$ cat config.mk
export PLATFORM = sky130hd
export DESIGN_NAME = imem_loader
export DESIGN_NICKNAME = d
export VERILOG_FILES = /design/src/rtl/imem_loader.sv
export SDC_FILE = /design/constraint.sdc
export NUM_CORES = 1
export LEC_CHECK = 0
export ABC_CLOCK_PERIOD_IN_PS = 1630
export CORE_MARGIN = 8
export CORE_UTILIZATION = 45
export DETAILED_ROUTE_END_ITERATION = 8
export PLACE_DENSITY = 0.82
export SKIP_CTS_REPAIR_TIMING = 1
export SYNTH_ARGS = -nofsm -noshare
export SYNTH_HDL_FRONTEND = slang
export SYNTH_SLANG_ARGS = --single-unit
$ cat constraint.sdc
create_clock -name clk -period 1.63 [get_ports clk]
set_input_delay 0.2445 -clock clk [delete_from_list [all_inputs] [get_ports clk]]
set_output_delay 0.2445 -clock clk [all_outputs]
set_load 0.1 [all_outputs]
$ cat src/rtl/imem_loader.sv
// Purpose: streams program words into instruction memory from word 0, then releases the core's fetch enable.
// Latency: one write per accept, registered one cycle after the accept edge; core_en rises two edges after the last accept.
// Backpressure: in_ready is high only in LOAD and depends on state alone; any in_valid outside LOAD is left pending.
module imem_loader #(
   parameter int ADDR_W = 5,
   parameter int DATA_W = 32
) (
   input  logic              clk,
   input  logic              rst,
   input  logic              start,
   input  logic              in_valid,
   input  logic [DATA_W-1:0] in_data,
   input  logic              in_last,
   output logic              in_ready,
   output logic              mem_we,
   output logic [ADDR_W-1:0] mem_addr,
   output logic [DATA_W-1:0] mem_wdata,
   output logic              core_en,
   output logic              done,
   output logic              err,
   output logic [ADDR_W:0]   word_count,
   output logic [DATA_W-1:0] checksum
);

   localparam logic [2:0] S_IDLE  = 3'd0;
   localparam logic [2:0] S_LOAD  = 3'd1;
   localparam logic [2:0] S_FLUSH = 3'd2;
   localparam logic [2:0] S_RUN   = 3'd3;
   localparam logic [2:0] S_ERR   = 3'd4;

   // Highest word address; an accept here without in_last means the program does not fit.
   localparam logic [ADDR_W-1:0] PTR_MAX = '1;

   logic [2:0]        state_q;
   logic [2:0]        state_d;
   logic [ADDR_W-1:0] ptr_q;
   logic              pend_err_q;
   logic              accept;
   logic              reload;
   logic              overflow;

   // Ready is a pure state decode so the source never sees a combinational loop through in_valid.
   assign in_ready = (state_q == S_LOAD);
   assign accept   = in_valid & in_ready;

   // start only restarts a load from the quiescent states; LOAD and FLUSH ignore it.
   assign reload   = start & ((state_q == S_IDLE) | (state_q == S_RUN) | (state_q == S_ERR));

   // Last slot filled and the source still has more to send.
   assign overflow = accept & ~in_last & (ptr_q == PTR_MAX);

   // Next-state decode.
   always_comb begin
      state_d = state_q;
      case (state_q)
         S_IDLE: begin
            if (reload) state_d = S_LOAD;
         end
         S_LOAD: begin
            if (accept && (in_last || overflow)) state_d = S_FLUSH;
         end
         S_FLUSH: begin
            // One cycle gap so the final write commits before the core may fetch.
            state_d = pend_err_q ? S_ERR : S_RUN;
         end
         S_RUN: begin
            if (reload) state_d = S_LOAD;
         end
         S_ERR: begin
            if (reload) state_d = S_LOAD;
         end
         default: state_d = S_IDLE;
      endcase
   end

   // State register.
   always_ff @(posedge clk or negedge rst) begin
      if (!rst) begin
         state_q <= S_IDLE;
      end else begin
         state_q <= state_d;
      end
   end

   // Memory write port: strobe follows the accept by one edge; address/data hold between writes.
   always_ff @(posedge clk or negedge rst) begin
      if (!rst) begin
         mem_we    <= 1'b0;
         mem_addr  <= '0;
         mem_wdata <= '0;
      end else begin
         mem_we <= accept;
         if (accept) begin
            mem_addr  <= ptr_q;
            mem_wdata <= in_data;
         end
      end
   end

   // Write pointer and the error flag carried from the final accept into FLUSH.
   always_ff @(posedge clk or negedge rst) begin
      if (!rst) begin
         ptr_q      <= '0;
         pend_err_q <= 1'b0;
      end else begin
         if (reload) begin
            ptr_q      <= '0;
            pend_err_q <= 1'b0;
         end else if (accept) begin
            // Wraps to 0 after the last slot, but LOAD is always left at that point.
            ptr_q      <= ptr_q + 1'b1;
            pend_err_q <= overflow;
         end
      end
   end

   // Load statistics, cleared at the start of each load and frozen outside LOAD.
   always_ff @(posedge clk or negedge rst) begin
      if (!rst) begin
         word_count <= '0;
         checksum   <= '0;
      end else begin
         if (reload) begin
            word_count <= '0;
            checksum   <= '0;
         end else if (accept) begin
            word_count <= word_count + 1'b1;
            checksum   <= checksum ^ in_data;
         end
      end
   end

   // Status flags: core_en/done set on leaving FLUSH cleanly, err on leaving it with overflow.
   always_ff @(posedge clk or negedge rst) begin
      if (!rst) begin
         core_en <= 1'b0;
         done    <= 1'b0;
         err     <= 1'b0;
      end else begin
         if (reload) begin
            // The core stops on the same edge the reload begins.
            core_en <= 1'b0;
            done    <= 1'b0;
            err     <= 1'b0;
         end else if (state_q == S_FLUSH) begin
            if (pend_err_q) begin
               err <= 1'b1;
            end else begin
               core_en <= 1'b1;
               done    <= 1'b1;
            end
         end
      end
   end

endmodule
### After elaboration in Yosys (flattened, before gate mapping)

Cells that the tools add are included.

| storage, ports and cells | value |
|---|---|
| flip-flop bits (word level) | 87 |
| logic and storage cells | 56 |

| cells by class | value |
|---|---|
| bitwise logic cells | 8 |
| reduce and logical (&&, ||, !) cells | 10 |
| add/subtract/negate cells | 2 |
| multiplexer cells | 18 |
| eq/ne operators | 8 |

Operators with widths:

| kind | count |
|---|---|
| two-way mux 32 bit | 2 |
| XOR 32 bit | 1 |
| two-way mux 6 bit | 2 |
| two-way mux 5 bit | 2 |
| two-way mux 3 bit | 3 |
| one-hot mux 3 bit (3 select lines) | 1 |
| two-way mux 1 bit | 8 |
| adder 6 x 1 -> 6 bit (second input constant) | 1 |
| == test 3 x 2 -> 1 bit (second input constant) | 2 |
| inequality test 2 x 1 -> 1 bit (second input constant) | 3 |
| AND reduction 2 bit | 3 |
| nonzero test 2 bit | 3 |
| adder 5 x 1 -> 5 bit (second input constant) | 1 |
| == test 5 bit (second input constant) | 1 |
| AND 1 bit | 4 |
| == test 3 x 1 -> 1 bit (second input constant) | 1 |
| == test 3 bit (second input constant) | 1 |
| logical NOT 3 bit | 1 |
| OR reduction 3 bit | 1 |
| OR 1 bit | 2 |
| logical AND 1 bit | 1 |
| logical OR 1 bit | 1 |
| inverter 1 bit | 1 |

### Longest topological paths before layout

| depth | value |
|---|---|
| depth in word-level cells | 8 |
| gate-level depth with buffers | 8 |
| depth with buffers taken out | 7 |

### Least setup slack after synthesis

Ideal clock, no wire load.

| path | value |
|---|---|
| path type | register -> register |
| from | reg state_q[1] |
| to | reg word_count[4] |
| path buffers | 2 |
| path slack | -0.670 ns |
| arrival time | 2.226 ns |
| period minus slack after synthesis | 2.300 ns |
| data required time | 1.556 ns |
| stages on the path, launching flop included | 9 |
| cells stage by stage | dfrtp_1 > buf_6 > nor3b_4 > nand2_2 > inv_2 > buf_6 > nand4_1 > xor2_1 > nor2_1 |

| between the ends | value |
|---|---|
| elaborated cells on any way between the ends | 10 |
| those cells by class | 3 x eq/ne; 1 x mux; 4 x bitwise; 2 x reduce/logical |

RTL lines:

| element | line | RTL |
|---|---|---|
| start: declaration | 34 | `logic [2:0] state_q;` |
| start signal: assignment | 81 | `state_q <= state_d;` |
| == test 3 x 1 -> 1 bit | 43 | `assign in_ready = (state_q == S_LOAD);` |
| via in_ready | 14 | `output logic in_ready,` |
| AND 1 bit | 44 | `assign accept = in_valid & in_ready;` |
| nonzero test 2 bit (no line) | n/a |  |
| end signal: assignment | 127 | `word_count <= word_count + 1'b1;` |
| end: declaration | 21 | `output logic [ADDR_W:0] word_count,` |

The timed path passes the listed nets, and every way through them passes these cells.
A chain may end at the register's enable or synchronous reset.

### Worst setup path after layout

| path | value |
|---|---|
| from | reg state_q[1] |
| to | out in_ready |

| between the ends | value |
|---|---|
| word-level cells in the longest chain between the ends | 1 |

Ends and longest elaborated chain:

| element | line |
|---|---|
| == test 3 x 1 -> 1 bit | 43 |
| end: declaration | 14 |

No other way between the ends.

==> metrics <==
M1 WL about 3600 um; initial DRC count 70; Die X 104.1 um; status finished, final reports clean; CTS tree done; post-route clock period utilization between 90% and 100%; final hold vios 0; Cells after Synth approximately 350; Tmin final roughly 1600 ps; global-route wire length before repair between 15000 and 20000 um; Worst Path Required around 1400 ps; crit path max fanout 2; area delta synth->final 68.21%; Crit. End Element output pin; sequential fraction of the synthesis area slightly above 60%; io pins 117; register area between 0.002 and 0.0025 sq mm; post-route ant nets 0; IO buf count about 120; Max Fclk ~0.64 GHz; leading area contributor after synthesis dfrtp_1; H-tree levels 3; Setup Viol. Count Final 0; ANT cells 0; Total Nets Final just over 500; DP Wirelength 6922 um; maxcap violations 0; Multi-input gate area approximately 0.0012 sq mm; Placer Congestion around 0.77; Die Area about 0.011 sq mm; worst hold margin between 200 and 300 ps; Global Route Usage Sum around 17%; row cnt 32; CTS max path bufs 2; Top Layer Used met4; CTS Sinks between 80 and 90; largest net degree at the start of global routing a little under 50; drc violations 0; worst skew pair latency around 350 ps; number of synthesized register bits 87; layout cells sized above 1 a little under a quarter; initial antenna violation count 0; Pre-Repair DR Iteration Count 4; Main synth FF type dfrtp_1; area of the core 0.007607 sq mm; RSZ-0062 raised after global routing no; worst hold path type in2async; clk slew on worst S/H paths ~90 ps; total nets after synthesis roughly 390; Post-Syn Area around 0.0035 sq mm; via density per instance around 4.8; DR WL met3 723 um; filler-free cell count of the finished design roughly 580; grt total ovfl 0; Synth cell types 27; synth top area cells dfrtp_1 62%, nand2_1 14%, xor2_1 9.5%; EDFF count, synth 0; number of global-route vias before repair 2981; TNS Setup 0 ps; WL per Instance 16.14 um; Initial Util between 40% and 50%; critical path launch point type register; Fillers ~500; syn_area_per_cell between 10 and 15 sq um; via count ~2800; placed insts 560; asr flop ratio synth 100.0%; CTS root buf clkbuf_8; Die H between 100 and 150 um; CP Class reg2out; total wire length approximately 9300 um; Worst-Margin Slew 478.8 ps; final slew viol count 0; Worst Skew ~15 ps; number of warnings issued by yosys 0; Num CTS Buffers 9; share of the synthesized area in the top cell type between 60 and 70%; max_slew headroom 68.08%; WP data arrival about 1300 ps; met2 wire len between 4000 and 5000 um
-- cells by family after synthesis --
| logic type | Yosys count | synth area share, % |
|---|---|---|
| simple gates | 185 | 21.40 |
| compound gates | 13 | 2.294 |
| fa+ha+maj | 3 | 1.075 |
| xor+xnor | 40 | 10.04 |
| buf+inv | 17 | 2.831 |
| flops | 87 | 62.37 |
-- metal layers --
metal / vias up / GRT usage, %
li1: 1317 / -
met1: 1364 / 18.83
met2: 79 / 30.11
met3: 7 / 7.497
met4: 0 / 4.033
met5: - / 0
-- layout by cell type (no fill, tap or decap) --
cell,instances
nand2b_1,3
xor2_1,38
o21ai_1,1
buf_4,10
bufinv_16,2
ha_1,3
nor3b_1,1
nor2b_1,1
o21bai_1,1
dlygate4sd3_1,1
clkbuf_1,3
a22oi_1,1
buf_12,84
clkbuf_8,9
o21ai_0,2
nand4b_1,1
inv_2,1
nand2_2,1
dfrtp_2,1
nor2_1,45
nand3b_1,1
a32o_1,1
a22o_1,1
nor3b_4,1
a21oi_1,5
nand2_1,126
clkbuf_16,1
clkdlybuf4s50_1,35
and3_1,2
xnor2_1,2
dfrtp_1,86
a31oi_1,1
nand4_1,3
clkinv_2,2
-- critical path: stages, from the launching register on --
cell     delay [ps]
dfrtp_1         420
nor3b_4         240
buf_4           150
buf_12          160
-- stage by stage --
step           worst slack [ps]  cell area, sq um  util, %
6_report                  63.15              5872    77.19
5_1_grt                  0.5141              5872    77.19
4_1_cts                   23.12              5837    76.73
3_5_place_dp             -16.14              5632    74.03
3_3_place_gp              101.2              5632    74.03
2_1_floorplan            -650.1              3503        -
-- worst paths after layout --
kind | slack, ps | to | startpoint | cells after the start
setup / recovery | 60 | in_ready | state_q[1] | 3
max in group asynchronous | 740 | mem_wdata[31] | rst | 3
min in group clk | 470 | mem_wdata[6] | in_data[6] | 3
hold / removal | 280 | err | rst | 2
setup reg to reg | 90 | checksum[18] | state_q[1] | 7
hold reg to reg | 520 | mem_addr[4] | ptr_q[4] | 2
-- registers in the layout, indices dropped and copies added (netlist names), 3 cells and up --
register,cells
checksum,32
mem_wdata,32
word_count,6
mem_addr,5
ptr_q,5
state_q,3
-- final cells by class --
class	count	area share, %
sequential	87	37.10
timing repair buffer	131	36.48
multi-input combinational	241	20.69
clock buffer	12	2.301
tap	102	2.173
clock inverter	4	1.193
inverter	1	0.06393
-- synthesized netlist by cell type, types with 2 or more instances --
library cell and n:
o21ai_0 3, nand4_1 3, a21oi_1 5, dfrtp_1 87
nor2_1 45, clkbuf_1 8, and3_1 2, buf_4 5
buf_6 2, nand2_1 126, nand2b_1 3, xor2_1 38
xnor2_1 2, ha_1 3
Power is left out: the tool's default activity adds up to more than one toggle a clock period on the data nets, which glitch-free logic cannot reach.
